$ cat src/rtl/vlx_pkg.sv
// Shared types and constants for the VLX byte writer: store FSM states and
// the JPEG marker/stuff byte values.
package vlx_pkg;

    typedef enum logic {
        IDLE = 1'b0,
        REQ  = 1'b1
    } vlx_state_e;

    localparam logic [7:0] JPEG_MARKER = 8'hFF;
    localparam logic [7:0] JPEG_STUFF  = 8'h00;

endpackage

$ cat src/rtl/vlx_byte_fifo.sv
// Byte FIFO for the VLX writer: up to two pushes and one pop per cycle.
// The second write port exists only when VLX_STUFF_EN is defined.
module vlx_byte_fifo #(
    parameter int DEPTH = 4
) (
    input  logic                       clk_i,
    input  logic                       rst_i,
    input  logic                       push,
    input  logic [7:0]                 wdata0,
`ifdef VLX_STUFF_EN
    input  logic                       push2,
    input  logic [7:0]                 wdata1,
`endif
    input  logic                       pop,
    output logic [7:0]                 head,
    output logic [$clog2(DEPTH):0]     free,
    output logic                       empty
);

    localparam int AW = $clog2(DEPTH);
    localparam int CW = AW + 1;

    logic [7:0]    mem [DEPTH];
    logic [AW-1:0] wr_ptr, rd_ptr;
    logic [CW-1:0] count;
    logic [CW-1:0] n_push;

`ifdef VLX_STUFF_EN
    assign n_push = push ? (push2 ? CW'(2) : CW'(1)) : CW'(0);
`else
    assign n_push = push ? CW'(1) : CW'(0);
`endif

    always_ff @(posedge clk_i or posedge rst_i) begin
        if (rst_i) begin
            wr_ptr <= '0;
            rd_ptr <= '0;
            count  <= '0;
        end else begin
            wr_ptr <= wr_ptr + AW'(n_push);
            if (pop)
                rd_ptr <= rd_ptr + AW'(1);
            count <= count + n_push - CW'(pop);
        end
    end

    // Storage needs no reset; only occupied entries are ever read.
    always_ff @(posedge clk_i) begin
        if (push)
            mem[wr_ptr] <= wdata0;
`ifdef VLX_STUFF_EN
        if (push && push2)
            mem[wr_ptr + AW'(1)] <= wdata1;
`endif
    end

    assign head  = mem[rd_ptr];
    assign free  = CW'(DEPTH) - count;
    assign empty = (count == '0);

endmodule

$ cat src/rtl/or1200_vlx_byte_writer.sv
// VLX byte write-back: accepts packed bytes, optionally stuffs 0x00 after
// 0xFF (VLX_STUFF_EN), and issues single-byte stores at an auto-incrementing address.
module or1200_vlx_byte_writer
    import vlx_pkg::*;
#(
    parameter int FIFO_DEPTH = 4
) (
    input  logic        clk_i,
    input  logic        rst_i,
    input  logic        byte_valid_i,
    input  logic [7:0]  byte_i,
    output logic        byte_ready_o,
    input  logic        init_addr_we_i,
    input  logic [31:0] init_addr_i,
    output logic        store_req_o,
    output logic [31:0] store_addr_o,
    output logic [31:0] store_dat_o,
    output logic        store_byte_o,
    input  logic        ack_i,
    output logic [31:0] next_addr_o,
    output logic        busy_o
);

    localparam int CW = $clog2(FIFO_DEPTH) + 1;

    vlx_state_e    state, state_nxt;
    logic [CW-1:0] free;
    logic [7:0]    head;
    logic          empty, push, pop, latch;

`ifdef VLX_STUFF_EN
    // Room for the worst case (0xFF + stuffed 0x00) regardless of the byte.
    localparam int NEED = 2;
    logic push2;
    assign push2 = (byte_i == JPEG_MARKER);
`else
    localparam int NEED = 1;
`endif

    assign byte_ready_o = (free >= CW'(NEED));
    assign push         = byte_valid_i & byte_ready_o;

    vlx_byte_fifo #(.DEPTH(FIFO_DEPTH)) u_fifo (
        .clk_i  (clk_i),
        .rst_i  (rst_i),
        .push   (push),
        .wdata0 (byte_i),
`ifdef VLX_STUFF_EN
        .push2  (push2),
        .wdata1 (JPEG_STUFF),
`endif
        .pop    (pop),
        .head   (head),
        .free   (free),
        .empty  (empty)
    );

    always_ff @(posedge clk_i or posedge rst_i) begin
        if (rst_i) state <= IDLE;
        else       state <= state_nxt;
    end

    always_comb begin
        state_nxt = state;
        latch     = 1'b0;
        pop       = 1'b0;
        case (state)
            IDLE: if (!empty) begin
                latch     = 1'b1;
                state_nxt = REQ;
            end
            REQ: if (ack_i) begin
                pop       = 1'b1;
                state_nxt = IDLE;
            end
            default: state_nxt = IDLE;
        endcase
    end

    // Address/data are captured once per store so they hold through REQ.
    always_ff @(posedge clk_i or posedge rst_i) begin
        if (rst_i) begin
            store_addr_o <= '0;
            store_dat_o  <= '0;
            next_addr_o  <= '0;
        end else begin
            if (latch) begin
                store_addr_o <= next_addr_o;
                store_dat_o  <= {4{head}};
            end
            if (pop)
                next_addr_o <= next_addr_o + 32'd1;
            else if (init_addr_we_i && state == IDLE && empty)
                next_addr_o <= init_addr_i;
        end
    end

    assign store_req_o  = (state == REQ);
    assign store_byte_o = store_req_o;
    assign busy_o       = !empty || (state != IDLE) || byte_valid_i;

endmodule
$ cat config.mk
export PLATFORM = sky130hd
export DESIGN_NAME = or1200_vlx_byte_writer
export DESIGN_NICKNAME = d
export VERILOG_FILES = /design/src/rtl/vlx_pkg.sv /design/src/rtl/vlx_byte_fifo.sv /design/src/rtl/or1200_vlx_byte_writer.sv
export SDC_FILE = /design/constraint.sdc
export NUM_CORES = 1
export LEC_CHECK = 0
export CORE_MARGIN = 5
export CORE_UTILIZATION = 40
export DETAILED_ROUTE_END_ITERATION = 16
export MAX_ROUTING_LAYER = met4
export PLACE_DENSITY = 0.69
export REMOVE_ABC_BUFFERS = 1
export SKIP_LAST_GASP = 1
export SYNTH_ARGS = -nofsm -noshare
export SYNTH_HDL_FRONTEND = slang
export SYNTH_HIERARCHICAL = 1
export SYNTH_SLANG_ARGS = --single-unit
$ cat constraint.sdc
create_clock -name clk_i -period 5.6 [get_ports clk_i]
set_input_delay 0.56 -clock clk_i [delete_from_list [all_inputs] [get_ports clk_i]]
set_output_delay 0.56 -clock clk_i [all_outputs]
set_load 0.01 [all_outputs]
==> flow_summary_export.csv <==
group,metric,value,unit
run_status,status,"completed",
timing,totalNegativeSetupSlack,0,ns
critical_path,path_max_fanout,2,
die,dieHeight,123,µm
die,die_x,123,µm
critical_path,cp_cell_sequence,"inv_1 > ha_1 > ha_1 > inv_1 > or3_1 > clkdlybuf4s50_1",
die,core,0.0126,mm²
global_route,first_global_vias,3862,
layout,mostFrequentLayoutCell,"clkdlybuf4s50_1",
power_and_ir_drop,p_comb_frac,0.424,
yosys,synth-edff-count,32,
route,drt-initial-drc-count,150,
critical_path,required,5.04,ns
clock_tree,cts_tree,"done",
yosys,ys_ff_latch,112,
timing,setup_viol,0,
layout,antenna_cells,0,
clock_tree,cts_inserted_buffers,9,
yosys,avgSynthCellArea,12.6,µm²
yosys,syn_inst,407,
layout,layout.nets,573,
placement,gp_congestion,0.776,
yosys,synth_seq_area_share,0.576,
power_and_ir_drop,switching_share,0.337,
power_and_ir_drop,power_leakage,2.67,nW
layout,final_util,0.541,
route,vias_per_cell,5.22,
critical_path,cp-end-kind,"output pin",
critical_path,arrival,2.07,ns
yosys,syn_area,0.00514,mm²
power_and_ir_drop,power.share.clock,0.172,
power_and_ir_drop,peakVddDrop,0.279,mV
die,pin_count,145,
route,wl_per_cell,17.3,µm
timing,finClkSkew,0.00742,ns
yosys,synth_async_sr_flop_share,0.714,
critical_path,crit_path_start_kind,"flip-flop",
route,firstDrtPassIters,4,
global_route,grt_pass1_wl,19500,µm
yosys,yosys.area.top_type,"dfrtp_1",
critical_path,criticalPathCategory,"flip-flop to output pin",
yosys,synth_area_leaders,"dfrtp_1 39%, edfxtp_1 19%, mux2_2 8.8%",
die,start_util,0.408,
layout,final_cell_mix,"144 x clkdlybuf4s50_1, 80 x dfrtp_1, 40 x mux2_2",
clock_tree,post_cts_buffers,0,
power_and_ir_drop,p_int,2.48,mW
clock_tree,worst_skew_pair.late_latency,0.35,ns
power_and_ir_drop,p_switching,1.26,mW
power_and_ir_drop,seq_power_share,0.403,
clock_tree,cts_buffer_depth,2,
min_path,hp-class,"input port to asynchronous set/reset pin",
layout,synthToLayoutAreaGrowth,32.8,%
clock_tree,postCtsHoldBufs,0,
flow_run,maxCapViolations,0,
timing,max_slew_margin,0.202,
route,ant_nets,0,
critical_path,max_stage_delay,0.49,ns
placement,port_buffers,144,
yosys,synth_top_area_frac,0.389,
route,via_count,3642,
global_route,grt_use_total,0.169,
layout,final_layout_size_suffix_gt1_frac,0.146,
timing,final.period_utilization,0.470,
timing,clock.fmax,380,MHz
global_route,overflow,0,
clock_tree,cts_resized,0,
critical_path,slowest_stage,"clkdlybuf4s50_1",
yosys,synth_ff_type,"dfrtp_1",
power_and_ir_drop,power.density_cell_area,546,mW/mm²
timing,worst_slew_pin_slew,1.19,ns
timing,finalHoldViolCount,0,
timing,rsz0062_at_grt,"false",
global_route,grt_start_max_net_pins,59,
timing,slew_viol_final,0,
yosys,yosysWarnings,6,
global_route,antenna_found_initial,0,
clock_tree,cts_root_buf,"clkbuf_16",
timing,period_needed,2.63,ns
die,die_area,0.0152,mm²
yosys,ys_types,56,
critical_path,ff2ff_path_depth,10,
clock_tree,cts.clk_slew.worst_paths,0.07,ns
clock_tree,h-tree-depth,3,
route,finalWirelength,12100,µm
die,rows,41,
placement,dp_hpwl,8750,µm
route,drc_errors,0,
clock_tree,cts_num_sinks,112,
==> Yosys cell counts (2+ instances only) <==
library cell	count
and3_1	10
ha_1	6
nand3_1	18
nor4_1	2
mux2i_1	3
and2_1	4
mux4_2	8
o22ai_1	3
nor3_1	8
o211ai_1	14
xor2_1	2
buf_1	2
dfrtp_1	80
mux2_2	40
a21o_1	2
xnor2_1	3
a211oi_1	5
nor2_1	20
o21ai_0	4
nand4_1	5
and4_1	3
edfxtp_1	32
buf_2	2
buf_4	26
or3_1	5
a31oi_1	4
inv_1	11
nand2_1	39
and3b_1	2
a311oi_1	3
buf_6	4
o311ai_0	5
clkbuf_1	9
==> power by group through the flow <==
stage	Sequential (mW)	Combinational [mW]	Clock, mW
2_1_floorplan	1.60	0.595	0
3_3_place_gp	1.50	1.57	0
3_5_place_dp	1.52	1.60	0
4_1_cts	1.51	1.61	0.658
5_1_grt	1.57	1.71	0.689
6_report	1.51	1.58	0.643
==> registers in the layout, summed over array words and instances, names as in the netlist <==
register	flops
store_byte_o	1
next_addr_o	32
u_fifo/count	3
u_fifo/wr_ptr	2
store_dat_o	8
u_fifo/mem	32
store_addr_o	32
u_fifo/rd_ptr	2
==> area by class of cell <==
class	count	area, µm²
inverters	11	42.5
repair buffers	147	1460
multi-input cells	240	1850
clock buffers	9	225
flip-flops and latches	112	2960
fillers	1099	5790
well taps	172	215
clock inverters	7	71.3
==> per-layer routing <==
metal	wire length, µm	share of wire	global-route usage	vias up
li1	-	-	-	1701
met1	5290	0.44	0.215	1795
met2	5890	0.49	0.278	130
met3	740	0.061	0.0357	16
met4	166	0.014	0.0457	0
met5	0	0	-	-
==> worst max-delay path, delay by kind of cell, from the launching register on <==
kind                       cells  cell delay, ns
adders and majority gates      2            0.44
buffers and inverters          3            0.60
DFF                            1            0.37
and+or+nand+nor                1            0.31
==> kinds of logic after synthesis <==
group           Yosys count  share of synthesized area
xor+xnor                  5                    0.00852
simple gates            127                      0.129
buf+inv                  55                     0.0657
fa+ha+maj                 7                     0.0185
flops                   112                      0.576
compound gates           50                     0.0737
mux                      51                      0.128
==> stage by stage <==
step           total power, mW  cells  area (µm²)  hold slack [ns]  worst slack (ns)
2_1_floorplan             2.20    363        4850            0.363              2.59
3_3_place_gp              3.07    682        6540            0.491              2.85
3_5_place_dp              3.13    682        6540            0.495              2.76
4_1_cts                   3.78    698        6830            0.511              2.94
5_1_grt                   3.97    698        6830            0.517              2.83
6_report                  3.73    698        6830            0.506              2.97
==> final timing paths <==
| kind | slack [ns] | endpoint | start |
|---|---|---|---|
| min in group clk_i | 0.51 | store_addr_o[18] | store_addr_o[18] |
| setup / recovery | 2.97 | byte_ready_o | u_fifo/count[1] |
| hold reg to reg | 0.51 | store_addr_o[18] | store_addr_o[18] |
| hold / removal | 0.51 | u_fifo/rd_ptr[1] | rst_i |
| setup reg to reg | 3.14 | u_fifo/count[2] | u_fifo/count[1] |
| max in group asynchronous | 4.06 | next_addr_o[8] | rst_i |
(Power assumes the default switching activity.)
